File: config.mk
export PLATFORM = sky130hd
export DESIGN_NAME = kurm_alu_seq
export DESIGN_NICKNAME = d
export VERILOG_FILES = /design/src/rtl/kurm_alu_pkg.sv /design/src/rtl/kurm_alu_mul_iter.sv /design/src/rtl/kurm_alu_seq.sv
export SDC_FILE = /design/constraint.sdc
export NUM_CORES = 1
export LEC_CHECK = 0
export ABC_AREA = 0
export CORE_MARGIN = 2
export CORE_UTILIZATION = 53
export DETAILED_ROUTE_END_ITERATION = 16
export PLACE_DENSITY = 0.82
export SYNTH_ARGS = -nofsm -noshare
export SYNTH_HDL_FRONTEND = slang
export SYNTH_SLANG_ARGS = --single-unit
File: constraint.sdc
create_clock -name clk -period 2.9 [get_ports clk]
set_input_delay 0.435 -clock clk [delete_from_list [all_inputs] [get_ports clk]]
set_output_delay 0.435 -clock clk [all_outputs]
set_load 0.01 [all_outputs]
File: src/rtl/kurm_alu_pkg.sv
// Shared definitions for the registered KURM ALU: op codes, FSM states and
// the result flag bundle.
package kurm_alu_pkg;

    localparam logic [2:0] OP_AND = 3'b000;
    localparam logic [2:0] OP_OR  = 3'b001;
    localparam logic [2:0] OP_ADD = 3'b010;
    localparam logic [2:0] OP_SUB = 3'b011;
    localparam logic [2:0] OP_MUL = 3'b100;
    localparam logic [2:0] OP_SLT = 3'b111;

    typedef enum logic {
        ST_IDLE = 1'b0,
        ST_MUL  = 1'b1
    } state_t;

    typedef struct packed {
        logic c_out;
        logic overflow;
        logic lt;
        logic eq;
        logic gt;
    } flags_t;

endpackage

File: src/rtl/kurm_alu_mul_iter.sv
// Iterative shift-add unsigned multiplier. The first partial product is taken
// at start, the remaining WIDTH-1 on following cycles; done marks the last one.
module kurm_alu_mul_iter #(
    parameter int WIDTH = 16
) (
    input  logic                 clk,
    input  logic                 reset,
    input  logic                 start,
    input  logic [WIDTH-1:0]     a,
    input  logic [WIDTH-1:0]     b,
    output logic                 done,
    output logic [2*WIDTH-1:0]   product
);

    localparam int CW = $clog2(WIDTH);
    localparam logic [CW-1:0] LAST = CW'(WIDTH - 1);

    logic [2*WIDTH-1:0] acc_q, acc_d;
    logic [2*WIDTH-1:0] mcand_q, mcand_d;
    logic [WIDTH-1:0]   mplier_q, mplier_d;
    logic [CW-1:0]      cnt_q, cnt_d;
    logic               busy_q, busy_d;
    logic [2*WIDTH-1:0] acc_step;

    assign acc_step = acc_q + (mplier_q[0] ? mcand_q : '0);
    // On the final iteration the completed product is the step sum itself.
    assign product  = acc_step;

    always_comb begin
        acc_d    = acc_q;
        mcand_d  = mcand_q;
        mplier_d = mplier_q;
        cnt_d    = cnt_q;
        busy_d   = busy_q;
        done     = 1'b0;
        if (start) begin
            acc_d    = b[0] ? {{WIDTH{1'b0}}, a} : '0;
            mcand_d  = {{(WIDTH-1){1'b0}}, a, 1'b0};
            mplier_d = b >> 1;
            cnt_d    = CW'(1);
            busy_d   = 1'b1;
        end else if (busy_q) begin
            acc_d    = acc_step;
            mcand_d  = mcand_q << 1;
            mplier_d = mplier_q >> 1;
            cnt_d    = cnt_q + CW'(1);
            if (cnt_q == LAST) begin
                done   = 1'b1;
                busy_d = 1'b0;
            end
        end
    end

    always_ff @(posedge clk) begin
        if (reset) begin
            acc_q    <= '0;
            mcand_q  <= '0;
            mplier_q <= '0;
            cnt_q    <= '0;
            busy_q   <= 1'b0;
        end else begin
            acc_q    <= acc_d;
            mcand_q  <= mcand_d;
            mplier_q <= mplier_d;
            cnt_q    <= cnt_d;
            busy_q   <= busy_d;
        end
    end

endmodule

File: src/rtl/kurm_alu_seq.sv
// Registered KURM ALU with valid/ready handshakes. Define KURM_ALU_MUL_EN to
// build the multi-cycle MUL; otherwise op 100 acts as a reserved op.
module kurm_alu_seq
    import kurm_alu_pkg::*;
#(
    parameter int WIDTH = 16
) (
    input  logic             clk,
    input  logic             reset,
    input  logic             in_valid,
    output logic             in_ready,
    input  logic [2:0]       op,
    input  logic [WIDTH-1:0] x,
    input  logic [WIDTH-1:0] y,
    input  logic             c_in,
    output logic             out_valid,
    input  logic             out_ready,
    output logic [WIDTH-1:0] z,
    output logic             c_out,
    output logic             overflow,
    output logic             lt,
    output logic             eq,
    output logic             gt
);

    localparam int MSB = WIDTH - 1;

    state_t           state_q, state_d;
    logic             out_valid_q, out_valid_d;
    logic [WIDTH-1:0] z_q, z_d;
    flags_t           flags_q, flags_d;

    logic             accept;
    logic             is_mul;
    logic [WIDTH:0]   sum_add, sum_sub;
    logic [WIDTH-1:0] res_z;
    flags_t           res_flags;

    assign in_ready = !reset && (state_q == ST_IDLE) && (!out_valid_q || out_ready);
    assign accept   = in_valid && in_ready;
    assign sum_add  = {1'b0, x} + {1'b0, y} + {{WIDTH{1'b0}}, c_in};
    assign sum_sub  = {1'b0, x} + {1'b0, ~y} + {{WIDTH{1'b0}}, 1'b1};

`ifdef KURM_ALU_MUL_EN
    logic               mul_start;
    logic               mul_done;
    logic [2*WIDTH-1:0] mul_product;
    logic [2:0]         cmp_pend_q, cmp_pend_d;

    assign is_mul    = (op == OP_MUL);
    assign mul_start = accept && is_mul;

    kurm_alu_mul_iter #(.WIDTH(WIDTH)) u_mul (
        .clk     (clk),
        .reset   (reset),
        .start   (mul_start),
        .a       (x),
        .b       (y),
        .done    (mul_done),
        .product (mul_product)
    );
`else
    assign is_mul = 1'b0;
`endif

    always_comb begin
        res_z              = '0;
        res_flags.c_out    = 1'b0;
        res_flags.overflow = 1'b0;
        res_flags.lt       = (x < y);
        res_flags.eq       = (x == y);
        res_flags.gt       = (x > y);
        case (op)
            OP_AND: res_z = x & y;
            OP_OR:  res_z = x | y;
            OP_ADD: begin
                res_z              = sum_add[WIDTH-1:0];
                res_flags.c_out    = sum_add[WIDTH];
                res_flags.overflow = (x[MSB] == y[MSB]) && (sum_add[MSB] != x[MSB]);
            end
            OP_SUB: begin
                res_z              = sum_sub[WIDTH-1:0];
                res_flags.c_out    = sum_sub[WIDTH];
                res_flags.overflow = (x[MSB] != y[MSB]) && (sum_sub[MSB] != x[MSB]);
            end
            OP_SLT: res_z = {{(WIDTH-1){1'b0}}, (x < y)};
            OP_MUL: res_z = '0;
            default: res_z = '0;
        endcase
    end

    always_comb begin
        state_d     = state_q;
        out_valid_d = out_valid_q;
        z_d         = z_q;
        flags_d     = flags_q;
`ifdef KURM_ALU_MUL_EN
        cmp_pend_d  = cmp_pend_q;
`endif
        if (out_valid_q && out_ready) begin
            out_valid_d = 1'b0;
        end
        if (accept) begin
            if (is_mul) begin
                state_d = ST_MUL;
`ifdef KURM_ALU_MUL_EN
                cmp_pend_d = {res_flags.lt, res_flags.eq, res_flags.gt};
`endif
            end else begin
                z_d         = res_z;
                flags_d     = res_flags;
                out_valid_d = 1'b1;
            end
        end
`ifdef KURM_ALU_MUL_EN
        // The output was free or drained when the MUL was accepted, so this never overwrites.
        if ((state_q == ST_MUL) && mul_done) begin
            state_d          = ST_IDLE;
            z_d              = mul_product[WIDTH-1:0];
            flags_d.c_out    = 1'b0;
            flags_d.overflow = |mul_product[2*WIDTH-1:WIDTH];
            flags_d.lt       = cmp_pend_q[2];
            flags_d.eq       = cmp_pend_q[1];
            flags_d.gt       = cmp_pend_q[0];
            out_valid_d      = 1'b1;
        end
`endif
    end

    always_ff @(posedge clk) begin
        if (reset) begin
            state_q     <= ST_IDLE;
            out_valid_q <= 1'b0;
            z_q         <= '0;
            flags_q     <= '0;
        end else begin
            state_q     <= state_d;
            out_valid_q <= out_valid_d;
            z_q         <= z_d;
            flags_q     <= flags_d;
        end
    end

`ifdef KURM_ALU_MUL_EN
    always_ff @(posedge clk) begin
        if (reset) begin
            cmp_pend_q <= '0;
        end else begin
            cmp_pend_q <= cmp_pend_d;
        end
    end
`endif

    assign out_valid = out_valid_q;
    assign z         = z_q;
    assign c_out     = flags_q.c_out;
    assign overflow  = flags_q.overflow;
    assign lt        = flags_q.lt;
    assign eq        = flags_q.eq;
    assign gt        = flags_q.gt;

endmodule

==> flow_metrics.env, run 1 <==
export IMPL_outcome="finished, final reports clean"
export IMPL_yosys_area_top_type="ha_1"
export IMPL_switchingPower_mw=0.500
export IMPL_synthToLayoutAreaGrowth_pct=44.8
export IMPL_core_um2=5570
export IMPL_worstPathArrival_ns=3.01
export IMPL_first_pass_iters=5
export IMPL_floorplan_die_area_um2=6490
export IMPL_setup_viol=0
export IMPL_synth_net_count=530
export IMPL_swShare_pct=36.9
export IMPL_port_buffers=62
export IMPL_cts_tree="built"
export IMPL_n_antenna_cell=0
export IMPL_rows=27
export IMPL_path_cells="clkdlybuf4s50_1 > inv_1 > ha_4 > buf_4 > inv_1 > o221ai_4 > a21oi_2 > a21o_1 > a211o_1 > a21oi_4 > a211oi_1 > a211o_1"
export IMPL_worstPathRequired_ns=3.07
export IMPL_max_stage_delay_ns=0.49
export IMPL_place_area_um2=4280
export IMPL_slew_headroom_pct=50.3
export IMPL_drv_slew=0
export IMPL_p_leak_nw=2.11
export IMPL_grt_pass1_vias=3557
export IMPL_min_period_ns=2.84
export IMPL_crit_type="in2reg"
export IMPL_synth_seq_cells=22
export IMPL_routedWlPerCell_um=16.1
export IMPL_worst_setup_path_start_kind="primary input"
export IMPL_ys_seq_area_share_pct=14.2
export IMPL_crit_path_end_kind="register"
export IMPL_worst_slew_pin_slew_ns=0.743
export IMPL_clockBufferDepth=2
export IMPL_p_comb_share_pct=53.4
export IMPL_synth_edf_count=0
export IMPL_fin_hold_ws_ns=0.460
export IMPL_clockPowerShare_pct=22.1
export IMPL_yosysMostFrequentCell="ha_1"
export IMPL_fmax_mhz=352
export IMPL_finalInstanceArea_um2=4500
export IMPL_cts_root_buf="clkbuf_8"
export IMPL_synth_top_area_share_pct=20.9
export IMPL_cpMaxStageDelayCell="clkdlybuf4s50_1"
export IMPL_gr_total_overflow=0
export IMPL_gp_routability_congestion=1.01
export IMPL_final_hold_viol_count=0
export IMPL_drt_iter0_drc=308
export IMPL_drive_gt1_share_pct=19.5
export IMPL_grtUsageTotal_pct=31.0
export IMPL_wl_met2_um=4860
export IMPL_clkTransAtPathRegs_ns=0.09
export IMPL_antenna_found_initial=0
export IMPL_avgSynthCellArea_um2=7.14
export IMPL_insertion_delay_ns=0.27
export IMPL_p_int_mw=0.855
export IMPL_cts_htree_levels=1
export IMPL_worst_clock_skew_ns=0.00516
export IMPL_ios=63
export IMPL_post_route_period_util_pct=98.1
export IMPL_ys_flop_type="dfxtp_1"
export IMPL_grt_pass1_wl_um=16100
export IMPL_async_flop_share_pct=0
export IMPL_synthTopCellsByCount="ha_1 (52), inv_1 (48), a21oi_1 (40), nor2_1 (40), o21ai_0 (36)"
export IMPL_die_x_um=80.6
export IMPL_synthCells=435
export IMPL_vias=3732
export IMPL_layout_setup_ws_ns=0.0562
export IMPL_powerDensity_nw_per_um2=301
export IMPL_final_antenna_net_count=0
export IMPL_wl_met1_um=4110
export IMPL_final_nets=649
export IMPL_yosys_cell_types_count=55
export IMPL_vdd_drop_max_mv=0.237
export IMPL_die_h_um=80.6
export IMPL_grt_max_degree=29
export IMPL_yosysWarningCount=0
export IMPL_hold_path_class="reg2reg"
export IMPL_p_seq_share_pct=24.5
export IMPL_dp_hpwl_um=7920
export IMPL_path_max_fanout=4
export IMPL_wl_um=10100
export IMPL_initial_core_util_pct=55.8
export IMPL_syn_area_um2=3110
export IMPL_drcViolationCount=0
export IMPL_routed_via_density=5.97
export IMPL_highest_layer="met4"
export IMPL_wl_met3_um=875
export IMPL_cap_violations=0
export IMPL_pre_cts_slack_ns=-0.406
export IMPL_yosys_top_cells_area="ha_1 (21%), dfxtp_1 (14%), a21oi_1 (6.4%), o21ai_0 (5.8%), inv_1 (5.8%)"
export IMPL_cts_hold_buf=0
export IMPL_cts_made_buffers=3
export IMPL_cts_sinks=22
registers in the layout, summed over array words and instances (netlist names):
name       count
lt             1
z             16
gt             1
overflow       1
out_valid      1
eq             1
c_out          1
routing by layer:
metal  vias to the layer above  global-route usage (%)
li1                       1772                       -
met1                      1693                    38.9
met2                       232                    55.3
met3                        35                    2.70
met4                         0                    10.2
met5                         -                       0
timing repair:
item                                    in CTS  in global routing
setup buffers                                1                  0
endpoints found under the setup margin       6                 11
gates resized for setup                      7                 20
pin swaps                                    3                 11
final timing paths:
check	slack (ns)	to	depth (start not counted)	start
setup / recovery	0.06	c_out	12	x[3]
hold / removal	0.46	z[0]	2	z[0]
setup reg to reg	1.15	overflow	7	out_valid
hold reg to reg	0.46	z[0]	2	z[0]
cell type report:
cell class,count,area [um^2]
repair buffers,134,1160
fillers,386,1070
multi-input cells,344,2550
clock buffers,3,41.3
clock inverters,1,30.0
flip-flops and latches,22,440
inverters,49,184
well taps,72,90.1
worst max-delay path, delay by kind of cell:
kind | cells | cell delay (ns)
AO/OA/AOI/OAI | 7 | 1.51
buffers and inverters | 4 | 0.79
adder cells (fa/ha/maj) | 1 | 0.28
cell usage in the layout, fill, tap and decap left out, types with 8 or more instances in the layout:
master	synthesis	routed
xnor2_1	9	8
dfxtp_1	22	22
nor3_1	14	13
inv_1	48	47
nor2_1	40	39
ha_1	52	48
nand2_1	32	32
buf_4	0	72
a21oi_1	40	37
clkdlybuf4s50_1	0	58
a211oi_1	8	8
o21ai_0	36	36
power groups by stage:
| stage | Clock, mW | Sequential (mW) | Combinational, mW |
|---|---|---|---|
| 4_1_cts | 0.297 | 0.331 | 0.675 |
| 6_report | 0.300 | 0.332 | 0.724 |
| 3_5_place_dp | 0 | 0.338 | 0.664 |
| 5_1_grt | 0.306 | 0.333 | 0.781 |
| 3_3_place_gp | 0 | 0.337 | 0.645 |
| 2_1_floorplan | 0 | 0.345 | 0.360 |
metrics by stage:
step	total power [mW]	utilization (%)	instances	setup TNS, ns
3_3_place_gp	0.982	76.7	620	-2.36
3_5_place_dp	1.00	76.7	620	-3.51
5_1_grt	1.42	80.7	625	-0.0112
2_1_floorplan	0.704	-	435	0
4_1_cts	1.30	78.4	625	0
6_report	1.36	80.7	625	0
logic make-up after synthesis:
family	Yosys count	synth area share, %
xor+xnor	11	3.10
simple gates	131	20.0
compound gates	142	29.9
fa+ha+maj	55	22.9
mux	5	1.61
buf+inv	69	8.37
flops	22	14.2
Note: power is estimated with default switching activity, not from simulation.
==> run 2: changes to the inputs <==
CORE_MARGIN = 10   (was 2)
==> run 2 against run 1 <==
Final area is essentially flat. Combinational power grew 0.7%. Critical endpoint is now z[15]. Sequential share of layout area is essentially flat.
==> flow_metrics.env, run 2 (same netlist as run 1, synthesis figures left out) <==
export IMPL_outcome="finished, final reports clean"
export IMPL_totalPowerFinal_mw=1.35
export IMPL_p_seq_share_pct=24.6
export IMPL_initial_core_util_pct=55.4
export IMPL_first_pass_iters=5
export IMPL_grtUsageTotal_pct=21.2
export IMPL_final_antenna_net_count=0
export IMPL_holdCritStartpoint="gt"
export IMPL_cts_made_buffers=3
export IMPL_p_int_mw=0.857
export IMPL_worstPathArrival_ns=3.00
export IMPL_routed_via_density=5.80
export IMPL_routedWlPerCell_um=16.9
export IMPL_cts_root_buf="clkbuf_8"
export IMPL_crit_path_end_kind="register"
export IMPL_gp_routability_congestion=0.968
export IMPL_final_hold_viol_count=0
export IMPL_r2r_start="out_valid"
export IMPL_core_um2=5610
export IMPL_use_met3_pct=2.00
export IMPL_wl_um=10500
export IMPL_grt_busiest_layer="met2"
export IMPL_synthToLayoutAreaGrowth_pct=44.7
export IMPL_grt_max_degree=29
export IMPL_worstPathRequired_ns=3.05
export IMPL_fin_hold_ws_ns=0.470
export IMPL_vdd_drop_max_mv=0.440
export IMPL_worst_setup_path_start_kind="primary input"
export IMPL_vias=3624
export IMPL_hold_path_class="reg2reg"
export IMPL_grt_pass1_wl_um=16400
export IMPL_fmax_mhz=351
export IMPL_rows=27
export IMPL_insertion_delay_ns=0.27
export IMPL_port_buffers=62
export IMPL_grt_pass1_vias=3529
export IMPL_die_h_um=96.6
export IMPL_layout_setup_ws_ns=0.0487
export IMPL_post_route_period_util_pct=98.3
export IMPL_fin_tns_setup_ns=0
export IMPL_final_common_cell="buf_4"
export IMPL_clkTransAtPathRegs_ns=0.08
export IMPL_cts_htree_levels=1
export IMPL_cap_violations=0
export IMPL_p_comb_share_pct=54.0
export IMPL_ios=63
export IMPL_crit_type="in2reg"
export IMPL_grt_use_met1_pct=27.4
export IMPL_drt_iter0_drc=297
export IMPL_slew_headroom_pct=52.1
export IMPL_largest_register_ffs=16
export IMPL_worst_clock_skew_ns=0.00139
export IMPL_powerDensity_nw_per_um2=300
export IMPL_drcViolationCount=0
export IMPL_worst_slew_pin_slew_ns=0.716
export IMPL_clockBufferDepth=2
export IMPL_antenna_found_initial=0
export IMPL_dp_hpwl_um=8380
export IMPL_clockPowerShare_pct=21.4
export IMPL_grt_setup_unrepaired="yes"
export IMPL_drv_slew=0
export IMPL_n_fill_cell=408
export IMPL_cts_tree="built"
export IMPL_final_nets=649
export IMPL_die_x_um=96.6
export IMPL_layout_common_cells="buf_4 (72), clkdlybuf4s50_1 (60), ha_1 (50), inv_1 (47), nor2_1 (39)"
export IMPL_finalInstanceArea_um2=4500
export IMPL_p_leak_nw=2.10
export IMPL_path_max_fanout=4
export IMPL_cts_sinks=22
export IMPL_startpoint="y[9]"
export IMPL_setup_viol=0
export IMPL_pre_cts_slack_ns=-0.379
export IMPL_min_period_ns=2.85
export IMPL_regToRegSetupSlack_ns=1.19
export IMPL_swShare_pct=36.6
export IMPL_use_met2_pct=37.0
export IMPL_place_area_um2=4280
export IMPL_drive_gt1_share_pct=19.5
export IMPL_gr_total_overflow=0
export IMPL_floorplan_die_area_um2=9330
export IMPL_switchingPower_mw=0.495
export IMPL_n_antenna_cell=0
## run 2: what timing repair did
item	in CTS	in global routing
hold buffers	0	0
resized for setup	6	21
pin swaps	4	10
setup endpoints to repair	4	9
buffers inserted	1	0
## run 2: routing by layer
| layer | vias to the layer above | routed length [um] |
|---|---|---|
| met4 | 0 | 161 |
| met3 | 22 | 825 |
| met5 | - | 0 |
| met2 | 180 | 4930 |
| met1 | 1666 | 4630 |
| li1 | 1756 | - |
## run 2: path summary, 6_finish.rpt
| kind | to | cells past startpoint |
|---|---|---|
| setup / recovery | z[15] | 12 |
| hold / removal | gt | 2 |
| setup reg to reg | overflow | 8 |
| hold reg to reg | gt | 2 |
## run 2: worst max-delay path, stage by stage
cell,delay [ns]
clkdlybuf4s50_1,0.48
inv_1,0.06
ha_1,0.35
buf_4,0.16
nor3_1,0.25
nand2_1,0.11
a31oi_1,0.20
o211ai_1,0.16
o311ai_4,0.15
mux2i_1,0.14
nor4_1,0.36
o22ai_1,0.15
## run 2: stage by stage
step	std cells	util [%]
2_1_floorplan	435	-
3_3_place_gp	620	76.2
3_5_place_dp	620	76.2
4_1_cts	625	77.9
5_1_grt	625	80.2
6_report	625	80.2
## run 2: layout make-up
cell class                 instances  area, um^2  area share (%)
timing repair buffer             134        1160            25.8
clock inverter                     1        30.0           0.668
inverter                          49         184            4.09
clock buffer                       3        41.3           0.918
tap                               72        90.1            2.00
sequential                        22         440            9.79
multi-input combinational        344        2550            56.8
## run 2: power groups by stage
stage          combinational [mW]  clock, mW  sequential, mW
2_1_floorplan               0.360          0           0.345
3_3_place_gp                0.648          0           0.338
3_5_place_dp                0.667          0           0.338
4_1_cts                     0.678      0.286           0.331
5_1_grt                     0.787      0.293           0.333
6_report                    0.729      0.290           0.332
==> run 3: changes to the inputs <==
==> constraint.sdc (replaced) <==
create_clock -name clk -period 2.9 [get_ports clk]
set_input_delay 0.29 -clock clk [delete_from_list [all_inputs] [get_ports clk]]
set_output_delay 0.29 -clock clk [all_outputs]
set_load 0.01 [all_outputs]
==> run 3 against run 2 <==
Final area decreased by 6.4%. Total power shrank 9.7%. Sequential power about the same. Worst hold slack better by 0.0099 ns. Worst setup slack improved by 0.056 ns. Flip-flop and latch count did not move. Combinational power shrank 9.2%. Utilization is 5.1 points lower. Critical path depth did not move. Clock-buffer cell count rose by 1. Via count is 4.1% lower.
==> flow_metrics.env, run 3 (same netlist as run 1, synthesis figures left out) <==
export IMPL_outcome="finished, final reports clean"
export IMPL_grtUsageTotal_pct=20.3
export IMPL_routedWlPerCell_um=16.0
export IMPL_path_max_fanout=4
export IMPL_p_seq_share_pct=27.2
export IMPL_initial_core_util_pct=55.4
export IMPL_crit_top_cell="a21oi_2"
export IMPL_port_buffers=62
export IMPL_cts_root_buf="clkbuf_8"
export IMPL_cts_setup_buffers=0
export IMPL_vdd_drop_max_mv=0.229
export IMPL_path_cells="clkdlybuf4s50_1 > inv_1 > ha_1 > fa_1 > nor2_2 > o221ai_2 > a21oi_2 > a21o_1 > a211o_1 > a21oi_2 > or3_1 > a21oi_1"
export IMPL_n_fill_cell=444
export IMPL_post_route_period_util_pct=96.4
export IMPL_cts_made_buffers=3
export IMPL_worstPathRequired_ns=3.10
export IMPL_postLayoutCoreUtil_pct=75.1
export IMPL_clockBufferDepth=2
export IMPL_cts_hold_buf=0
export IMPL_worst_setup_path_start_kind="primary input"
export IMPL_crit_path_end_kind="register"
export IMPL_clockPowerShare_pct=18.5
export IMPL_clkTransAtPathRegs_ns=0.08
export IMPL_final_common_cell="clkdlybuf4s50_1"
export IMPL_layout_common_cells="clkdlybuf4s50_1 (61), ha_1 (52), buf_4 (49), inv_1 (48), nor2_1 (39)"
export IMPL_ios=63
export IMPL_p_leak_nw=1.97
export IMPL_wl_um=9650
export IMPL_gr_total_overflow=0
export IMPL_fmax_mhz=358
export IMPL_rows=27
export IMPL_p_int_mw=0.759
export IMPL_regToRegSetupSlack_ns=1.28
export IMPL_final_nets=626
export IMPL_grt_setup_unrepaired="yes"
export IMPL_swShare_pct=37.7
export IMPL_worst_slew_pin_slew_ns=0.431
export IMPL_synthToLayoutAreaGrowth_pct=35.5
export IMPL_drv_slew=0
export IMPL_drcViolationCount=0
export IMPL_n_antenna_cell=0
export IMPL_switchingPower_mw=0.460
export IMPL_final_hold_viol_count=0
export IMPL_final_antenna_net_count=0
export IMPL_grt_max_degree=43
export IMPL_antenna_found_initial=0
export IMPL_worstPathArrival_ns=3.00
export IMPL_powerDensity_nw_per_um2=290
export IMPL_drt_iter0_drc=205
export IMPL_min_period_ns=2.79
export IMPL_cts_htree_levels=1
export IMPL_fin_tns_setup_ns=0
export IMPL_hold_path_class="reg2reg"
export IMPL_die_x_um=96.6
export IMPL_die_h_um=96.6
export IMPL_grt_pass1_vias=3253
export IMPL_routed_via_density=5.77
export IMPL_crit_type="in2reg"
export IMPL_floorplan_die_area_um2=9330
export IMPL_worst_clock_skew_ns=0.00406
export IMPL_grt_pass1_wl_um=15700
export IMPL_insertion_delay_ns=0.27
export IMPL_cap_violations=0
export IMPL_largest_register_ffs=16
export IMPL_fin_hold_ws_ns=0.480
export IMPL_totalPowerFinal_mw=1.22
export IMPL_setup_viol=0
export IMPL_cts_sinks=22
export IMPL_core_um2=5610
export IMPL_first_pass_iters=5
export IMPL_gp_routability_congestion=0.910
export IMPL_slew_headroom_pct=71.3
export IMPL_pre_cts_slack_ns=-0.274
export IMPL_drive_gt1_share_pct=14.0
export IMPL_vias=3476
export IMPL_layout_setup_ws_ns=0.105
export IMPL_p_comb_share_pct=54.3
export IMPL_cts_tree="built"
export IMPL_dp_hpwl_um=7850
export IMPL_cpMaxStageDelayCell="clkdlybuf4s50_1"
export IMPL_max_stage_delay_ns=0.54
## run 3: worst max-delay path, delay by kind of cell
kind / cells / cell delay [ns]
adder cells (fa/ha/maj): 2 / 0.64
AO/OA/AOI/OAI: 6 / 0.92
AND/OR/NAND/NOR: 2 / 0.53
buffers and inverters: 2 / 0.62
## run 3: worst paths after layout
check | start | to | cells after the start
worst max register to register | out_valid | z[10] | 7
worst min-delay path | c_out | c_out | 1
worst max-delay path | x[0] | gt | 12
worst min register to register | c_out | c_out | 1
## run 3: area by class of cell
class                      instances  area [um^2]  share of cell area (%)
clock buffer                       4         55.1                    1.31
tap                               72         90.1                    2.14
inverter                          49          184                    4.37
multi-input combinational        344         2450                    58.2
sequential                        22          440                    10.5
timing repair buffer             111          991                    23.5
## run 3: repair_timing
item	CTS	global route
hold endpoints to repair	0	0
pin swaps	1	4
resized for setup	0	10
endpoints found under the setup margin	1	10
## run 3: layer usage
metal | vias to the layer above | global-route usage (%) | part of all wire (%)
met3 | 7 | 1.93 | 7.9
met1 | 1611 | 28.0 | 45
met2 | 149 | 34.0 | 46
li1 | 1709 | - | -
met5 | - | 0 | 0
met4 | 0 | 2.91 | 0.55
## run 3: power by group through the flow
stage                     combinational, mW  clock (mW)  sequential, mW
after floorplan                       0.360           0           0.345
after global placement                0.627           0           0.337
after detailed placement              0.639           0           0.338
after CTS                             0.644       0.219           0.331
after global routing                  0.727       0.226           0.333
final                                 0.662       0.226           0.331
## run 3: through the flow
step,cells,instance area [um^2]
finish,602,4210
global route,602,4210
CTS,602,4170
detailed placement,598,4110
global placement,598,4110
floorplan,435,3110
